File: src/rtl/mult_sequencer_if.sv
// Command, result and shared-ALU signals of the shift-add multiplier.
// The slave modport is the sequencer; the master modport is its client plus the ALU.
interface mult_sequencer_if #(
  parameter int unsigned N = 16
);
  logic         start;
  logic         abort;
  logic [N-1:0] mcand;
  logic [N-1:0] mplier;
  logic         busy;
  logic         done;
  logic [N-1:0] product_hi;
  logic [N-1:0] product_lo;
  logic [N-1:0] alu_InA;
  logic [N-1:0] alu_InB;
  logic [3:0]   alu_Op;
  logic         alu_Cin;
  logic         alu_invA;
  logic         alu_invB;
  logic         alu_sign;
  logic [N-1:0] alu_Out;
  logic         alu_Ofl;

  modport slave (
    input  start, abort, mcand, mplier, alu_Out, alu_Ofl,
    output busy, done, product_hi, product_lo,
    output alu_InA, alu_InB, alu_Op, alu_Cin, alu_invA, alu_invB, alu_sign
  );

  modport master (
    output start, abort, mcand, mplier, alu_Out, alu_Ofl,
    input  busy, done, product_hi, product_lo,
    input  alu_InA, alu_InB, alu_Op, alu_Cin, alu_invA, alu_invB, alu_sign
  );
endinterface

File: src/rtl/mult_sequencer.sv
// Unsigned N x N shift-add multiplier that borrows an external adder for its partial sums.
// One iteration per cycle; N iterations in RUN, then a single-cycle DONE pulse.
module mult_sequencer #(
  parameter int unsigned N = 16
) (
  input logic             clk,
  input logic             rst_n,
  mult_sequencer_if.slave bus
);
  localparam int unsigned CntW = $clog2(N) + 1;

  typedef enum logic [1:0] {StIdle, StRun, StDone} stateT;

  stateT         stateQ, stateD;
  logic [N-1:0]  pHiQ, pHiD;
  logic [N-1:0]  pLoQ, pLoD;
  logic [N-1:0]  mcQ, mcD;
  logic [CntW-1:0] cntQ, cntD;

  // Partial sum: add the multiplicand only when the current multiplier bit is set.
  logic          carry;
  logic [N-1:0]  sum;

  always_comb begin
    if (pLoQ[0]) begin
      carry = bus.alu_Ofl;
      sum   = bus.alu_Out;
    end else begin
      carry = 1'b0;
      sum   = pHiQ;
    end
  end

  always_comb begin
    stateD = stateQ;
    pHiD   = pHiQ;
    pLoD   = pLoQ;
    mcD    = mcQ;
    cntD   = cntQ;
    unique case (stateQ)
      StIdle: begin
        if (bus.start) begin
          mcD    = bus.mcand;
          pLoD   = bus.mplier;
          pHiD   = '0;
          cntD   = '0;
          stateD = StRun;
        end
      end
      StRun: begin
        // Abort wins even on the last iteration.
        if (bus.abort) begin
          pHiD   = '0;
          pLoD   = '0;
          cntD   = '0;
          stateD = StIdle;
        end else begin
          {pHiD, pLoD} = {carry, sum, pLoQ[N-1:1]};
          cntD         = cntQ + CntW'(1);
          if (cntQ == CntW'(N - 1)) begin
            stateD = StDone;
          end
        end
      end
      StDone: begin
        stateD = StIdle;
      end
      default: begin
        stateD = StIdle;
      end
    endcase
  end

  always_ff @(posedge clk or negedge rst_n) begin
    if (!rst_n) begin
      stateQ <= StIdle;
      pHiQ   <= '0;
      pLoQ   <= '0;
      mcQ    <= '0;
      cntQ   <= '0;
    end else begin
      stateQ <= stateD;
      pHiQ   <= pHiD;
      pLoQ   <= pLoD;
      mcQ    <= mcD;
      cntQ   <= cntD;
    end
  end

  assign bus.busy       = (stateQ == StRun);
  assign bus.done       = (stateQ == StDone);
  assign bus.product_hi = pHiQ;
  assign bus.product_lo = pLoQ;

  assign bus.alu_InA  = pHiQ;
  assign bus.alu_InB  = mcQ;
  assign bus.alu_Op   = 4'd0;
  assign bus.alu_Cin  = 1'b0;
  assign bus.alu_invA = 1'b0;
  assign bus.alu_invB = 1'b0;
  assign bus.alu_sign = 1'b0;
endmodule

File: src/flat_wrapper.sv
// flat-port wrapper written by rule: the top's interface ports become plain ports
module mult_sequencer_flat 
#(
  parameter int unsigned N = 16
)
  (clk, rst_n, bus_start, bus_abort, bus_mcand, bus_mplier, bus_alu_Out, bus_alu_Ofl, bus_busy, bus_done, bus_product_hi, bus_product_lo, bus_alu_InA, bus_alu_InB, bus_alu_Op, bus_alu_Cin, bus_alu_invA, bus_alu_invB, bus_alu_sign);
  mult_sequencer_if #(.N(N)) bus_i ();
  input logic clk;
  input logic rst_n;
  input wire logic [$bits(bus_i.start)-1:0] bus_start;
  input wire logic [$bits(bus_i.abort)-1:0] bus_abort;
  input wire logic [$bits(bus_i.mcand)-1:0] bus_mcand;
  input wire logic [$bits(bus_i.mplier)-1:0] bus_mplier;
  input wire logic [$bits(bus_i.alu_Out)-1:0] bus_alu_Out;
  input wire logic [$bits(bus_i.alu_Ofl)-1:0] bus_alu_Ofl;
  output wire logic [$bits(bus_i.busy)-1:0] bus_busy;
  output wire logic [$bits(bus_i.done)-1:0] bus_done;
  output wire logic [$bits(bus_i.product_hi)-1:0] bus_product_hi;
  output wire logic [$bits(bus_i.product_lo)-1:0] bus_product_lo;
  output wire logic [$bits(bus_i.alu_InA)-1:0] bus_alu_InA;
  output wire logic [$bits(bus_i.alu_InB)-1:0] bus_alu_InB;
  output wire logic [$bits(bus_i.alu_Op)-1:0] bus_alu_Op;
  output wire logic [$bits(bus_i.alu_Cin)-1:0] bus_alu_Cin;
  output wire logic [$bits(bus_i.alu_invA)-1:0] bus_alu_invA;
  output wire logic [$bits(bus_i.alu_invB)-1:0] bus_alu_invB;
  output wire logic [$bits(bus_i.alu_sign)-1:0] bus_alu_sign;
  assign bus_i.start = bus_start;
  assign bus_i.abort = bus_abort;
  assign bus_i.mcand = bus_mcand;
  assign bus_i.mplier = bus_mplier;
  assign bus_i.alu_Out = bus_alu_Out;
  assign bus_i.alu_Ofl = bus_alu_Ofl;
  assign bus_busy = bus_i.busy;
  assign bus_done = bus_i.done;
  assign bus_product_hi = bus_i.product_hi;
  assign bus_product_lo = bus_i.product_lo;
  assign bus_alu_InA = bus_i.alu_InA;
  assign bus_alu_InB = bus_i.alu_InB;
  assign bus_alu_Op = bus_i.alu_Op;
  assign bus_alu_Cin = bus_i.alu_Cin;
  assign bus_alu_invA = bus_i.alu_invA;
  assign bus_alu_invB = bus_i.alu_invB;
  assign bus_alu_sign = bus_i.alu_sign;
  mult_sequencer #(.N(N)) u_core (.clk(clk), .rst_n(rst_n), .bus(bus_i));
endmodule
File: config.mk
export PLATFORM = sky130hd
export DESIGN_NAME = mult_sequencer_flat
export DESIGN_NICKNAME = d
export VERILOG_FILES = /design/src/rtl/mult_sequencer_if.sv /design/src/rtl/mult_sequencer.sv /design/src/flat_wrapper.sv
export SDC_FILE = /design/constraint.sdc
export NUM_CORES = 1
export LEC_CHECK = 0
export BUFFER_PORTS_ARGS = -buffer_cell sky130_fd_sc_hd__buf_4
export CORE_MARGIN = 5
export CORE_UTILIZATION = 49
export CTS_CLUSTER_DIAMETER = 120
export DETAILED_ROUTE_END_ITERATION = 7
export HOLD_SLACK_MARGIN = 0.06
export MAX_ROUTING_LAYER = met4
export PLACE_DENSITY = 0.85
export SYNTH_ARGS = -nofsm -noshare
export SYNTH_HDL_FRONTEND = slang
export SYNTH_SLANG_ARGS = --single-unit
File: constraint.sdc
create_clock -name clk -period 2 [get_ports clk]
set_input_delay 0 -clock clk [delete_from_list [all_inputs] [get_ports clk]]
set_output_delay 0 -clock clk [all_outputs]
set_load 0.05 [all_outputs]
# Word-level counts from Yosys, hierarchy flattened
# Cells that the tools add are included.
dict set report classes {
  multipliers 0
  div 0
  reduce_logical 5
  n_mux 15
  eq_ne 5
  shift 0
  bitwise 0
  n_lt_le_gt_ge 0
  add_sub_neg 1
}
# operator n
set op_table {}
lappend op_table {{two-way mux 16 bit} 5}
lappend op_table {{one-hot mux 16 bit (2 select lines)} 2}
lappend op_table {{two-way mux 5 bit} 2}
lappend op_table {{one-hot mux 5 bit (2 select lines)} 1}
lappend op_table {{two-way mux 2 bit} 3}
lappend op_table {{AND reduction 2 bit} 3}
lappend op_table {{adder 5 x 1 -> 5 bit (second input constant)} 1}
lappend op_table {{equality test 5 x 4 -> 1 bit (second input constant)} 1}
lappend op_table {{one-hot mux 2 bit (2 select lines)} 1}
lappend op_table {{!= test 3 x 2 -> 1 bit (second input constant)} 1}
lappend op_table {{equality test 2 x 1 -> 1 bit (second input constant)} 1}
lappend op_table {{equality test 2 bit (second input constant)} 1}
lappend op_table {{logical NOT 2 bit} 1}
lappend op_table {{!= test 2 bit (second input constant)} 1}
lappend op_table {{nonzero test 2 bit} 1}
lappend op_table {{two-way mux 1 bit} 1}
dict set report totals {
  regBits 55
  out_inout_bits 74
  elab_cells 31
  rom_bits 0
  latchBits 0
  memories 0
  input_bits 53
  ramBits 0
}

# Depth between registers and ports, before layout
# Gate-level depths: netlist (run 1).
dict set report logic_depth {
  word_depth 4
  ltp_mapped 5
  ltp_nobuf 4
}

# Worst setup path after synthesis (run 1)
# Ideal clock, no wire load.
dict set report synth_path {
  path_kind {reg2reg}
  startpoint {register u_core.pLoQ[0], in the netlist u_core.bus.product_lo[0]}
  endpoint {register u_core.pHiQ[3], in the netlist u_core.bus.alu_InA[3]}
  setup_ns 0.127
  path_buffers 2
  setup_slack_ns 0.477
  t_arrival_ns 1.396
  path_stages_with_launch 5
  t_required_ns 1.873
  synth_period_minus_slack_ns 1.523
  path_cell_list {dfrtp_1 buf_4 buf_2 mux2i_1 o21ai_0}
}
dict set report synth_via {
  elab_chain_len 3
}
# element line_no
set synth_rtl {}
lappend synth_rtl {{from (decl)} mult_sequencer.sv:16} ;# logic [N-1:0] pLoQ, pLoD;
lappend synth_rtl {{from (signal assigned)} mult_sequencer.sv:84} ;# pLoQ <= pLoD;
lappend synth_rtl {{two-way mux 16 bit} mult_sequencer.sv:25} ;# if (pLoQ[0]) begin
lappend synth_rtl {{two-way mux 16 bit} mult_sequencer.sv:52} ;# if (bus.abort) begin
lappend synth_rtl {{one-hot mux 16 bit (2 select lines)} mult_sequencer.sv:40} ;# unique case (stateQ)
lappend synth_rtl {{to (signal assigned)} mult_sequencer.sv:83} ;# pHiQ <= pHiD;
lappend synth_rtl {{to (decl)} mult_sequencer.sv:15} ;# logic [N-1:0] pHiQ, pHiD;
# Every way passes these cells.
# A chain may end at the register's enable or synchronous reset.

# Final worst setup path (run 1)
dict set report layout_path {
  startpoint {register u_core.pLoQ[0], in the netlist u_core.bus.product_lo[0]}
  endpoint {output bus_product_lo[0]}
}
# element line_no
set layout_lines {}
lappend layout_lines {{to (decl)} flat_wrapper.sv:19} ;# output wire logic [$bits(bus_i.product_lo)-1:0] bus_product_lo;
# No word-level cell between the ends.

==> impl_metrics.json, run 1 <==
{
  "status": "finished clean",
  "crit_slowest_cell": "dfrtp_1",
  "synth.top_cell.area_share": 0.543,
  "rsz0062_at_grt": "no",
  "dp_slack_ns": 0.464,
  "rows": 26,
  "finalHoldViolations": 0,
  "cts_max_level": 2,
  "diodes": 0,
  "crit_type": "register to output pin",
  "drive_above_1_share": 0.408,
  "yosysSeqAreaShare": 0.543,
  "timing.rr.end": "u_core.bus.alu_InA[4]",
  "yosysWarnings": 0,
  "end_kind": "output pin",
  "cts-hold-fix-buffers": 50,
  "place_hpwl_um": 4340,
  "rrSetupSlack_ns": 0.47,
  "synthDistinctLibCells": 30,
  "synth_top_family_by_area": "multiplexers",
  "routedWlPerCell_um": 15.4,
  "tns_ns": 0,
  "fmax_ghz": 0.613,
  "synthAdderAreaFrac": 0.00988,
  "min_path_cells": 4,
  "gp_congestion": 0.713,
  "synth_top_cell_by_area": "dfrtp_1",
  "drt-total-wl_um": 6670,
  "drt-initial-drc-count": 121,
  "clockRootBuffer": "clkbuf_8",
  "cts_buffer_depth": 2,
  "grt_pass1_vias": 2198,
  "grt_max_degree": 56,
  "initial_utilization": 0.499,
  "drv_slew": 0,
  "cts_resized": 0,
  "path_delay_family": "flip-flops",
  "synth_xor_area_frac": 0.00346,
  "final_common_cell": "buf_4",
  "hold_slack_ns": 0.146,
  "syn2layout_area_growth_pct": 53.2,
  "worstMarginPinSlew_ns": 0.967,
  "grt_overflow": 0,
  "setup_ws_ns": 0.368,
  "synthCells": 211,
  "synth-compound-area-share": 0.120,
  "worstHoldStart": "bus_abort",
  "final_util": 0.764,
  "ys_seq_elements": 55,
  "cp-start-kind": "register",
  "period_share": 0.816,
  "r2r_start": "u_core.stateQ[1]",
  "ys.flop_type": "dfrtp_1",
  "dieHeight_um": 81.9,
  "cts_buffers": 5,
  "max_cap_violations": 0,
  "synth_area_leaders": "dfrtp_1 54%, buf_4 8.0%, mux2_2 7.1%",
  "timing.critical_path.buf_inv": 1,
  "layout.nets": 417,
  "ant_nets": 0,
  "num_vias": 2197,
  "drc_errors": 0,
  "hold_end": "u_core.bus.product_lo[2]",
  "arrival_ns": 1.63,
  "synth_area_mm2": 0.00253,
  "drtPass1Iterations": 6,
  "fillCellCount": 350,
  "cts_setup_buffers": 0,
  "p_leak_nw": 1.96,
  "r2r_cells": 3,
  "yosys.area_share.simple": 0.0548,
  "grt_usage": 0.209,
  "dieArea_mm2": 0.00671,
  "grt_pass1_wl_um": 10500,
  "synth_edf_count": 0,
  "portBuffers": 118,
  "core_mm2": 0.00507,
  "die_w_um": 81.9,
  "clk-insertion-delay-late_ns": 0.30,
  "finClkSkew_ns": 0.00699,
  "hp-class": "input pin to register",
  "crit_fanout": 19,
  "antenna_found_initial": 0,
  "finalSetupViolations": 0,
  "crit_path_start": "u_core.bus.product_lo[0]",
  "irDropWorstVdd_uv": 607,
  "syn_area_per_cell_um2": 12.0,
  "p_per_area_mw_per_mm2": 891,
  "cts_sinks": 55,
  "finalCriticalPeriod_ns": 1.63,
  "slew-limit-headroom": 0.355,
  "ys_async_sr_fraction": 1.00,
  "vias_per_cell": 5.07,
  "crit_chain": "buf_4",
  "muxShareOfSynthArea": 0.134,
  "path_clk_slew_ns": 0.09,
  "mostFrequentLayoutCells": "123 x buf_4, 55 x dfrtp_1, 50 x dlygate4sd3_1",
  "worstPathRequired_ns": 2.00,
  "ios": 127,
  "cts_tree": "yes",
  "critical_path.max_stage_delay_ns": 0.98
}
[through the flow]
step	area [um2]	cells	power (W)
after floorplan	2560	218	0.00240
after global placement	3300	375	0.00279
after detailed placement	3300	375	0.00282
after CTS	3880	433	0.00348
after global routing	3880	433	0.00362
final	3880	433	0.00346
[layer usage]
layer / wire, um / track usage
met2: 3460 / 0.355
met1: 2680 / 0.250
met4: 72 / 0.0565
met5: 0 / -
met3: 455 / 0.0482
[report_power, final]
group	switching, W	internal [W]	leakage (nW)
Clock	0.000333	0.000247	0.0422
Sequential	0.000155	0.00127	0.709
Combinational	0.000926	0.000522	1.21
Total	0.00141	0.00204	1.96
[cells by family (layout without fill, tap and decap cells)]
kind of cell / after synthesis / in the layout
muxes: 32 / 32
xor gates and xnor gates: 1 / 1
AOI/OAI and AO/OA: 41 / 41
other: 1 / 8
and+or+nand+nor: 26 / 26
DFF: 55 / 55
buffers and inverters: 53 / 198
adders and majority gates: 2 / 2
[state kept, by name (all words and copies together) (netlist names)]
signal and count:
u_core.bus.alu_InA 16, u_core.bus.product_lo 16, u_core.cntQ 5, u_core.stateQ 2, u_core.bus.alu_InB 16
[worst max path at each step]
| stage | endpoint | slack [ns] | depth (start not counted) |
|---|---|---|---|
| finish | bus_product_lo[0] | 0.37 | 1 |
| floorplan | u_core.bus.alu_InA[3] | 0.48 | 4 |
| CTS | bus_product_lo[0] | 0.35 | 1 |
| global placement | u_core.bus.alu_InA[10] | 0.50 | 2 |
| global route | bus_product_lo[0] | 0.29 | 1 |
| detailed placement | u_core.bus.alu_InA[4] | 0.46 | 3 |
[cell type report]
| class | instances | area (um2) | share of cell area |
|---|---|---|---|
| clock inverters | 1 | 5.00 | 0.00129 |
| well taps | 70 | 87.6 | 0.0226 |
| multi-input cells | 110 | 846 | 0.218 |
| inverters | 17 | 63.8 | 0.0165 |
| clock buffers | 7 | 76.3 | 0.0197 |
| repair buffers | 173 | 1420 | 0.367 |
| flip-flops and latches | 55 | 1380 | 0.355 |
[synthesized netlist by cell type (all sizes together), types with 2 or more instances]
cell type and number:
dfrtp 55, buf 35, o21ai 18, inv 17, nand2 17, mux2 16, mux2i 16, a222oi 15
ha 2, nand2b 2, nor3b 2, o21bai 2
Power figures use the tool's default switching activity.
==> run 2: changes to the inputs <==
--- a/config.mk
+++ b/config.mk
@@ -7,12 +7,12 @@
 export LEC_CHECK = 0
 export BUFFER_PORTS_ARGS = -buffer_cell sky130_fd_sc_hd__buf_4
 export CORE_MARGIN = 5
-export CORE_UTILIZATION = 49
+export CORE_UTILIZATION = 41
 export CTS_CLUSTER_DIAMETER = 120
 export DETAILED_ROUTE_END_ITERATION = 7
 export HOLD_SLACK_MARGIN = 0.06
 export MAX_ROUTING_LAYER = met4
-export PLACE_DENSITY = 0.85
+export PLACE_DENSITY = 0.76
 export SYNTH_ARGS = -nofsm -noshare
 export SYNTH_HDL_FRONTEND = slang
 export SYNTH_SLANG_ARGS = --single-unit
==> constraint.sdc (replaced) <==
create_clock -name clk -period 1.4 [get_ports clk]
set_input_delay 0 -clock clk [delete_from_list [all_inputs] [get_ports clk]]
set_output_delay 0 -clock clk [all_outputs]
set_load 0.05 [all_outputs]
==> run 2 against run 1 <==
First-iteration DRC count increased by 24%. Non-clock buffer count rose by 8. Routed wire length up 4.4%. Setup slack lost 0.37 ns. Critical path type is now register to register. Largest power group unchanged.
==> impl_metrics.json, run 2 (synthesized netlist as in run 1, its figures left out) <==
{
  "status": "finished clean",
  "crit_fanout": 9,
  "worstPathRequired_ns": 1.59,
  "crit_path_start": "u_core.stateQ[0]",
  "irDropWorstVdd_uv": 841,
  "cts_buffer_depth": 2,
  "hold_slack_ns": 0.158,
  "finClkSkew_ns": 0.00899,
  "cts_tree": "yes",
  "gp_congestion": 0.767,
  "place_hpwl_um": 4550,
  "end_kind": "register",
  "antenna_found_initial": 0,
  "diodes": 0,
  "ant_nets": 0,
  "ios": 127,
  "drv_slew": 0,
  "worstHoldStart": "bus_abort",
  "r2r_start": "u_core.stateQ[0]",
  "rows": 28,
  "grt_overflow": 0,
  "slew-limit-headroom": 0.644,
  "max_cap_violations": 0,
  "drc_errors": 0,
  "grt_max_degree": 35,
  "setup_ws_ns": 0.00173,
  "finalCriticalPeriod_ns": 1.40,
  "path_clk_slew_ns": 0.10,
  "dieHeight_um": 88.6,
  "clockRootBuffer": "clkbuf_8",
  "num_vias": 2200,
  "finalHoldViolations": 0,
  "drt-total-wl_um": 6960,
  "fillCellCount": 451,
  "initial_utilization": 0.425,
  "core_mm2": 0.00596,
  "period_share": 0.999,
  "routedWlPerCell_um": 15.6,
  "grt_pass1_wl_um": 11000,
  "mostFrequentLayoutCells": "124 x buf_4, 54 x dfrtp_1, 50 x dlygate4sd3_1",
  "rsz0062_at_grt": "yes",
  "portBuffers": 118,
  "p_leak_nw": 2.06,
  "cts_buffers": 5,
  "die_w_um": 88.6,
  "vias_per_cell": 4.93,
  "cts_sinks": 55,
  "crit_chain": "nor3b_4, bufbuf_16, mux2_2",
  "cp-start-kind": "register",
  "crit_slowest_cell": "dfrtp_1",
  "power.total_w": 0.00530,
  "layout.nets": 425,
  "drive_above_1_share": 0.431,
  "crit_type": "register to register",
  "clk-insertion-delay-late_ns": 0.31,
  "p_per_area_mw_per_mm2": 1290,
  "fmax_ghz": 0.715,
  "syn2layout_area_growth_pct": 61.6,
  "final_common_cell": "buf_4",
  "dp_slack_ns": 0.00956,
  "grt_pass1_vias": 2286,
  "drt-initial-drc-count": 150,
  "dieArea_mm2": 0.00785,
  "finalSetupViolations": 0,
  "worstMarginPinSlew_ns": 0.535,
  "critical_path.max_stage_delay_ns": 0.42,
  "hp-class": "input pin to register",
  "grt_usage": 0.186,
  "arrival_ns": 1.59,
  "cts_max_level": 2,
  "drtPass1Iterations": 5
}
-- run 2: cell count changes in the layout (fill, tap and decap cells not counted), sizes merged --
cell | before | now
clkbuf | 7 | 6
bufbuf | 0 | 1
buf | 123 | 130
bufinv | 0 | 1
-- run 2: power breakdown --
part	internal (W)	switching (W)	leakage, nW
Sequential	0.00182	0.000225	0.707
Clock	0.000579	0.000491	0.0612
Combinational	0.000834	0.00135	1.29
Total	0.00323	0.00206	2.06
-- run 2: repair_timing --
| action | in CTS | in global routing |
|---|---|---|
| pin swaps | 1 | 2 |
| setup endpoints to repair | 1 | 26 |
| gates cloned | 1 | 0 |
| hold buffers | 50 | 0 |
| resized for setup | 0 | 12 |
| hold endpoints to repair | 103 | 0 |
| buffers inserted | 2 | 0 |
-- run 2: worst paths after layout --
kind / to / slack (ns) / depth (start not counted)
worst max-delay path: u_core.bus.alu_InB[14] / 0.002 / 3
worst min-delay path: u_core.stateQ[1] / 0.16 / 4
worst max register to register: u_core.bus.alu_InB[14] / 0.002 / 3
worst min register to register: u_core.cntQ[2] / 0.51 / 1
max in group asynchronous: u_core.bus.product_lo[11] / 0.71 / 3
min in group asynchronous: u_core.stateQ[0] / 0.21 / 2
-- run 2: through the flow --
step | std cells | setup TNS, ns | area, um2 | util
after detailed placement | 386 | 0 | 3410 | 0.573
after global placement | 386 | 0 | 3410 | 0.573
after floorplan | 218 | 0 | 2560 | -
after CTS | 447 | -0.0127 | 4080 | 0.685
final | 446 | 0 | 4090 | 0.687
after global routing | 446 | -0.300 | 4090 | 0.687
-- run 2: worst max-delay path: cells and delay by family, from the launching register on --
kind | cells | cell delay, ns
buf+inv | 1 | 0.30
simple gates | 1 | 0.24
mux | 1 | 0.32
flops | 1 | 0.42
-- run 2: layer usage --
metal | global-route usage | part of all wire | vias to the layer above
met4 | 0.0412 | 0.0082 | 0
li1 | - | - | 1029
met2 | 0.345 | 0.55 | 83
met3 | 0.0317 | 0.071 | 6
met5 | - | 0 | -
met1 | 0.208 | 0.37 | 1082
-- run 2: layout make-up --
cell class	instances	area [um2]	area share
clock buffer	6	82.6	0.0202
sequential	55	1380	0.337
tap	75	93.8	0.0229
multi-input combinational	110	872	0.213
clock inverter	2	35.0	0.00856
timing repair buffer	181	1570	0.383
inverter	17	63.8	0.0156
